### config.mk
export PLATFORM = sky130hd
export DESIGN_NAME = bus_arbiter_flat
export DESIGN_NICKNAME = d
export VERILOG_FILES = /design/src/rtl/bus_arbiter_pkg.sv /design/src/rtl/bus_arbiter_if.sv /design/src/rtl/bus_arbiter_rr_pick.sv /design/src/rtl/bus_arbiter.sv /design/src/flat_wrapper.sv
export SDC_FILE = /design/constraint.sdc
export NUM_CORES = 1
export LEC_CHECK = 0
export CELL_PAD_IN_SITES_DETAIL_PLACEMENT = 1
export CELL_PAD_IN_SITES_GLOBAL_PLACEMENT = 2
export CORE_MARGIN = 2
export CORE_UTILIZATION = 28
export DETAILED_ROUTE_END_ITERATION = 6
export MAX_ROUTING_LAYER = met4
export PLACE_DENSITY_LB_ADDON = 0.1
export SYNTH_ARGS = -nofsm -noshare
export SYNTH_HDL_FRONTEND = slang
export SYNTH_SLANG_ARGS = --single-unit
### constraint.sdc
create_clock -name clk -period 1.38 [get_ports clk]
set_input_delay 0.345 -clock clk [delete_from_list [all_inputs] [get_ports clk]]
set_output_delay 0.345 -clock clk [all_outputs]
set_load 0.03 [all_outputs]
### src/rtl/bus_arbiter_pkg.sv
// Shared types and constants for the CPU/multi-master bus arbiter.
// Active-low signalling helpers keep the FSM compares readable.
package bus_arbiter_pkg;

    typedef enum logic [1:0] {
        ArbIdle    = 2'd0,
        ArbHold    = 2'd1,
        ArbGrant   = 2'd2,
        ArbRelease = 2'd3
    } arb_state_e;

    localparam int   ARB_MAX_MASTER = 8;
    localparam logic ENABLE_        = 1'b0;
    localparam logic DISABLE_       = 1'b1;

    // Owner index width: one bit minimum even for a single-bit index range.
    function automatic int ow_of(input int n);
        return (n < 3) ? 1 : $clog2(n);
    endfunction

endpackage

### src/rtl/bus_arbiter_if.sv
// Request/grant and CPU hold/acknowledge bundle between the arbiter and its masters.
// slave = arbiter side, master = requesters plus CPU side.
interface bus_arbiter_if #(
    parameter int NMASTER = 2,
    parameter int OW      = bus_arbiter_pkg::ow_of(NMASTER)
);
    logic [NMASTER-1:0] breq_;
    logic [NMASTER-1:0] bgrt_;
    logic               hold_;
    logic               hlda_;
    logic [OW-1:0]      owner;
    logic               busy;
    logic               timeout_;

    modport slave (
        input  breq_, hlda_,
        output bgrt_, hold_, owner, busy, timeout_
    );

    modport master (
        output breq_, hlda_,
        input  bgrt_, hold_, owner, busy, timeout_
    );
endinterface

### src/rtl/bus_arbiter_rr_pick.sv
// Combinational round-robin finder: first active request at or after ptr, wrapping.
// Zero latency; purely combinational, no flow control.
// Backpressure: none, the caller decides when to act on the winner.
module arb_rr_pick #(
    parameter int NMASTER = 2,
    parameter int OW      = bus_arbiter_pkg::ow_of(NMASTER)
) (
    input  logic [NMASTER-1:0] req,
    input  logic [OW-1:0]      ptr,
    output logic [OW-1:0]      winner,
    output logic               any
);
    logic [OW:0]   sum;
    logic [OW-1:0] idx;

    // Scan from the farthest offset down so the nearest requester wins last.
    always_comb begin
        winner = '0;
        any    = |req;
        sum    = '0;
        idx    = '0;
        for (int i = NMASTER - 1; i >= 0; i--) begin
            sum = {1'b0, ptr} + (OW+1)'(i);
            if (sum >= (OW+1)'(NMASTER)) begin
                sum = sum - (OW+1)'(NMASTER);
            end
            idx = sum[OW-1:0];
            if (req[idx]) begin
                winner = idx;
            end
        end
    end

endmodule

### src/rtl/bus_arbiter.sv
// Arbitrates the shared bus between the CPU (default owner) and NMASTER round-robin masters.
// Latency: request->hold 1 edge, acknowledge->grant 1 edge, one dead cycle between tenures.
// Backpressure: a tenure lasts until the owner drops breq_ or MAX_HOLD cycles elapse.
module bus_arbiter
    import bus_arbiter_pkg::*;
#(
    parameter int NMASTER  = 2,
    parameter int MAX_HOLD = 16,
    parameter int OW       = ow_of(NMASTER)
) (
    input  logic        clk,
    input  logic        reset_,
    bus_arbiter_if.slave bus
);
    localparam int CW = $clog2(MAX_HOLD);

    if (NMASTER < 2 || NMASTER > ARB_MAX_MASTER || MAX_HOLD < 2) begin : g_bad_cfg
        $error("bus_arbiter: unsupported NMASTER/MAX_HOLD");
    end

    arb_state_e         state_q,   state_d;
    logic [NMASTER-1:0] bgrt_q,    bgrt_d;
    logic               hold_q,    hold_d;
    logic [OW-1:0]      owner_q,   owner_d;
    logic               busy_q,    busy_d;
    logic               timeout_q, timeout_d;
    logic [OW-1:0]      ptr_q,     ptr_d;
    logic [CW-1:0]      cnt_q,     cnt_d;

    logic [NMASTER-1:0] req;
    logic [OW-1:0]      winner;
    logic               any;
    logic               owner_req;
    logic               last_cycle;
    logic [OW-1:0]      ptr_next;

    assign req = ~bus.breq_;

    arb_rr_pick #(
        .NMASTER (NMASTER),
        .OW      (OW)
    ) u_pick (
        .req    (req),
        .ptr    (ptr_q),
        .winner (winner),
        .any    (any)
    );

    assign owner_req  = (bus.breq_[owner_q] == ENABLE_);
    assign last_cycle = (cnt_q == CW'(MAX_HOLD - 1));
    assign ptr_next   = (owner_q == OW'(NMASTER - 1)) ? '0 : owner_q + OW'(1);

    always_ff @(posedge clk or negedge reset_) begin
        if (!reset_) begin
            state_q   <= ArbIdle;
            bgrt_q    <= '1;
            hold_q    <= DISABLE_;
            owner_q   <= '0;
            busy_q    <= 1'b0;
            timeout_q <= DISABLE_;
            ptr_q     <= '0;
            cnt_q     <= '0;
        end else begin
            state_q   <= state_d;
            bgrt_q    <= bgrt_d;
            hold_q    <= hold_d;
            owner_q   <= owner_d;
            busy_q    <= busy_d;
            timeout_q <= timeout_d;
            ptr_q     <= ptr_d;
            cnt_q     <= cnt_d;
        end
    end

    always_comb begin
        state_d   = state_q;
        bgrt_d    = bgrt_q;
        hold_d    = hold_q;
        owner_d   = owner_q;
        busy_d    = busy_q;
        timeout_d = DISABLE_;
        ptr_d     = ptr_q;
        cnt_d     = cnt_q;

        case (state_q)
            ArbIdle: begin
                // A CPU still acknowledging a previous hold must resume first.
                if (any && bus.hlda_ == DISABLE_) begin
                    hold_d  = ENABLE_;
                    state_d = ArbHold;
                end
            end
            ArbHold: begin
                if (bus.hlda_ == ENABLE_) begin
                    if (any) begin
                        bgrt_d  = ~(NMASTER'(1) << winner);
                        owner_d = winner;
                        busy_d  = 1'b1;
                        cnt_d   = '0;
                        state_d = ArbGrant;
                    end else begin
                        state_d = ArbRelease;
                    end
                end
            end
            ArbGrant: begin
                cnt_d = cnt_q + CW'(1);
                // A release on the final cycle counts as a normal end, not a revoke.
                if (!owner_req || last_cycle) begin
                    bgrt_d  = '1;
                    busy_d  = 1'b0;
                    ptr_d   = ptr_next;
                    state_d = ArbRelease;
                    if (owner_req) begin
                        timeout_d = ENABLE_;
                    end
                end
            end
            ArbRelease: begin
                if (any) begin
                    state_d = ArbHold;
                end else begin
                    hold_d  = DISABLE_;
                    state_d = ArbIdle;
                end
            end
            default: state_d = ArbIdle;
        endcase
    end

    assign bus.bgrt_    = bgrt_q;
    assign bus.hold_    = hold_q;
    assign bus.owner    = owner_q;
    assign bus.busy     = busy_q;
    assign bus.timeout_ = timeout_q;

endmodule

### src/flat_wrapper.sv
// flat-port wrapper written by rule: the top's interface ports become plain ports
module bus_arbiter_flat import bus_arbiter_pkg::*;
#(
    parameter int NMASTER  = 2,
    parameter int MAX_HOLD = 16,
    parameter int OW       = ow_of(NMASTER)
)
  (clk, reset_, bus_breq_, bus_hlda_, bus_bgrt_, bus_hold_, bus_owner, bus_busy, bus_timeout_);
  bus_arbiter_if #(.NMASTER(NMASTER), .OW(OW)) bus_i ();
  input  logic clk;
  input  logic reset_;
  input wire logic [$bits(bus_i.breq_)-1:0] bus_breq_;
  input wire logic [$bits(bus_i.hlda_)-1:0] bus_hlda_;
  output wire logic [$bits(bus_i.bgrt_)-1:0] bus_bgrt_;
  output wire logic [$bits(bus_i.hold_)-1:0] bus_hold_;
  output wire logic [$bits(bus_i.owner)-1:0] bus_owner;
  output wire logic [$bits(bus_i.busy)-1:0] bus_busy;
  output wire logic [$bits(bus_i.timeout_)-1:0] bus_timeout_;
  assign bus_i.breq_ = bus_breq_;
  assign bus_i.hlda_ = bus_hlda_;
  assign bus_bgrt_ = bus_i.bgrt_;
  assign bus_hold_ = bus_i.hold_;
  assign bus_owner = bus_i.owner;
  assign bus_busy = bus_i.busy;
  assign bus_timeout_ = bus_i.timeout_;
  bus_arbiter #(.NMASTER(NMASTER), .MAX_HOLD(MAX_HOLD), .OW(OW)) u_core (.clk(clk), .reset_(reset_), .bus(bus_i));
endmodule
==> metrics.txt <==
part of the power in registers=0.293; Internal Pwr Total=between 1 and 1.5 mW; Initial Utilization=0.2887; Worst-Margin Slew=around 270 ps; power after layout=approximately 2.2 mW; first-pass GRT wire length=between 2000 and 3000 µm; Hold WS=361.8 ps; vias in the first global route=roughly 640; Post-synth EDFFs=0; static leakage=0.4947 nW; Syn Inst Count=71; die area=approximately 2900 µm²; initial antenna violation count=0; Final period util=1.037; delay-heaviest family, CP=flip-flops; die height=around 54 µm; crit path from=u_core.state_q[1]; dpl ws=-418.0 ps; Worst R2R Setup Slack=-50 ps; failing checks=setup timing; sum of buffers and inverters on the critical path=1; CP Max Fanout=5; storage element area=331.6 µm²; Psw=about 0.86 mW; Combinational Power Share=0.595; area delta synth->final=50.72%; ys async rst share=1.000; Clock Tree Root=clkbuf_4; DRT Wirelength=1745 µm; commonest cells after routing, fill and taps aside=buf_4 (28), nand2_1 (11), dfrtp_1 (8); synth warn=0; Ant. Diodes=0; Clock Latency Late Sink=between 200 and 300 ps; met2 WL=863 µm; routed len/inst=12.74 µm; CTS Buf Count=3; TritonCTS clock tree=built; detailed placement HPWL=around 1400 µm; P per Cell Area=roughly 2100 nW/µm²; # setup viols final=7; Pre-antenna DRT Iters=2; RSZ-0062 raised after global routing=yes; DIE WIDTH=53.85 µm; Syn Area/Cell=around 9.8 µm²; FILL cells=281; Worst slew margin=0.8200; WP data arrival=1640 ps; peak per-stage delay on the critical path=around 370 ps; Mapped Area=between 600 and 700 µm²; Final #Nets=approximately 120; floorplan core area=2410 µm²; number of library cell types mapped by synthesis=30; largest net degree at the start of global routing=14; critical path data required time=about 1600 ps; final worst slack=-50.53 ps; Routed met1 length=between 700 and 800 µm; # rows=18; I/O pin cnt=11; register area share after synthesis=0.4748; Total Routing Usage GR=0.1480; CP endpoint kind=register; htree depth=1; Finished Core Util=0.4351; clk slew on worst S/H paths=about 80 ps; R2R cell count=5; Max VDD drop=0.0009495 V; multi-input logic area=~380 µm²; R2R Path Start=u_core.state_q[1]; Main synth FF type=dfrtp_1; clk sinks=13; slowest library cell on the worst path=dfrtp_1; vias=between 600 and 700; met3 routed WL=~53 µm; Clock Power Share=0.112; share of layout cells above drive strength 1=0.4486; fmax=0.6990 GHz; final hold viol count=0; status=finished, violations left; Vias/cell=approximately 4.6; DR top layer=met4; DRC violations left=0; most common cell after layout, fill and taps aside=buf_4; Critical Setup Path Class=reg -> reg; minimum clock period=~1400 ps; total grt overflow=0; R2R Path End=u_core.cnt_q[3]; critical path depth=5; Critical Path Source Type=register; RD Place Congestion=0.7138; antenna-violating nets left=0; DRT iter0 DRCs=3; Setup TNS Final=-183.6 ps; syn nets=81; crit path cell chain=inv_1 > ha_2 > mux2i_4 > or3_1 > a21oi_1; Worst Setup EP=u_core.cnt_q[3]; max_cap viols=0; clk buf depth=2; register bit total from synthesis=13; sw frac=0.3890; Slew Limit Fails=0; Hold Crit Class=in -> async; Final Skew=approximately 2.8 ps; I/O Buffers=10; hold_buf cts=0
flip-flops by register name, summed over array words and instances (netlist names):
| signal | count |
|---|---|
| u_core.bus.hold_ | 1 |
| u_core.ptr_q | 1 |
| u_core.bus.timeout_ | 1 |
| u_core.bus.busy | 1 |
| u_core.cnt_q | 4 |
| u_core.bus.bgrt_ | 2 |
| u_core.state_q | 2 |
| u_core.bus.owner | 1 |
worst reg2reg max path, cell delays in order, from the launching register on:
cell and delay, ps:
dfrtp_1 370, inv_1 70, ha_2 220, mux2i_4 210, or3_1 360, a21oi_1 140
per-layer routing:
| layer | global-route usage | vias up |
|---|---|---|
| met4 | 0.08974 | 0 |
| li1 | - | 327 |
| met2 | 0.2378 | 10 |
| met1 | 0.1715 | 294 |
| met3 | 0.02500 | 5 |
| met5 | - | - |
logic make-up after synthesis:
kind of cell	count (synthesis)	share of synthesized area
flip-flops	13	0.4748
adder cells (fa/ha/maj)	5	0.08993
AO/OA/AOI/OAI	19	0.1853
multiplexers	3	0.05035
buffers and inverters	6	0.03237
AND/OR/NAND/NOR	25	0.1673
worst min path at each step:
stage	depth (start not counted)	endpoint
after floorplan	0	u_core.bus.busy
after global placement	2	u_core.bus.bgrt_[1]
after detailed placement	2	u_core.bus.bgrt_[1]
after CTS	2	u_core.ptr_q
after global routing	2	u_core.ptr_q
final	2	u_core.ptr_q
cells in the mapped netlist, types with 2 or more instances:
cell | n | share of area
a21oi_1 | 4 | 0.029
dfrtp_1 | 9 | 0.32
dfstp_2 | 4 | 0.15
ha_1 | 5 | 0.090
inv_1 | 5 | 0.027
nand2_1 | 11 | 0.059
nand3_1 | 4 | 0.029
nor2_1 | 3 | 0.016
o21ai_0 | 4 | 0.029
or3_1 | 2 | 0.018
repair_timing:
| item | CTS | global route |
|---|---|---|
| resized for setup | 14 | 4 |
| setup buffers | 2 | 1 |
| setup endpoints to repair | 10 | 12 |
stage by stage:
stage / cell area [µm²] / instances
CTS: 1035 / 136
global placement: 968.4 / 130
floorplan: 696.9 / 71
global route: 1049 / 137
finish: 1049 / 137
detailed placement: 968.4 / 130
cell type report:
class                      instances  area share
inverter                           5     0.01790
clock buffer                       4     0.02506
timing repair buffer              33      0.2399
tap                               30     0.03580
sequential                        13      0.3162
multi-input combinational         52      0.3652
power by group through the flow:
| stage | clock [mW] | sequential, mW | combinational (mW) |
|---|---|---|---|
| 2_1_floorplan | 0 | 0.746 | 0.521 |
| 4_1_cts | 0.259 | 0.648 | 1.27 |
| 3_5_place_dp | 0 | 0.652 | 1.16 |
| 6_report | 0.247 | 0.647 | 1.31 |
| 3_3_place_gp | 0 | 0.646 | 1.13 |
| 5_1_grt | 0.274 | 0.667 | 1.46 |
No activity file was read; power rests on OpenSTA's default activity.
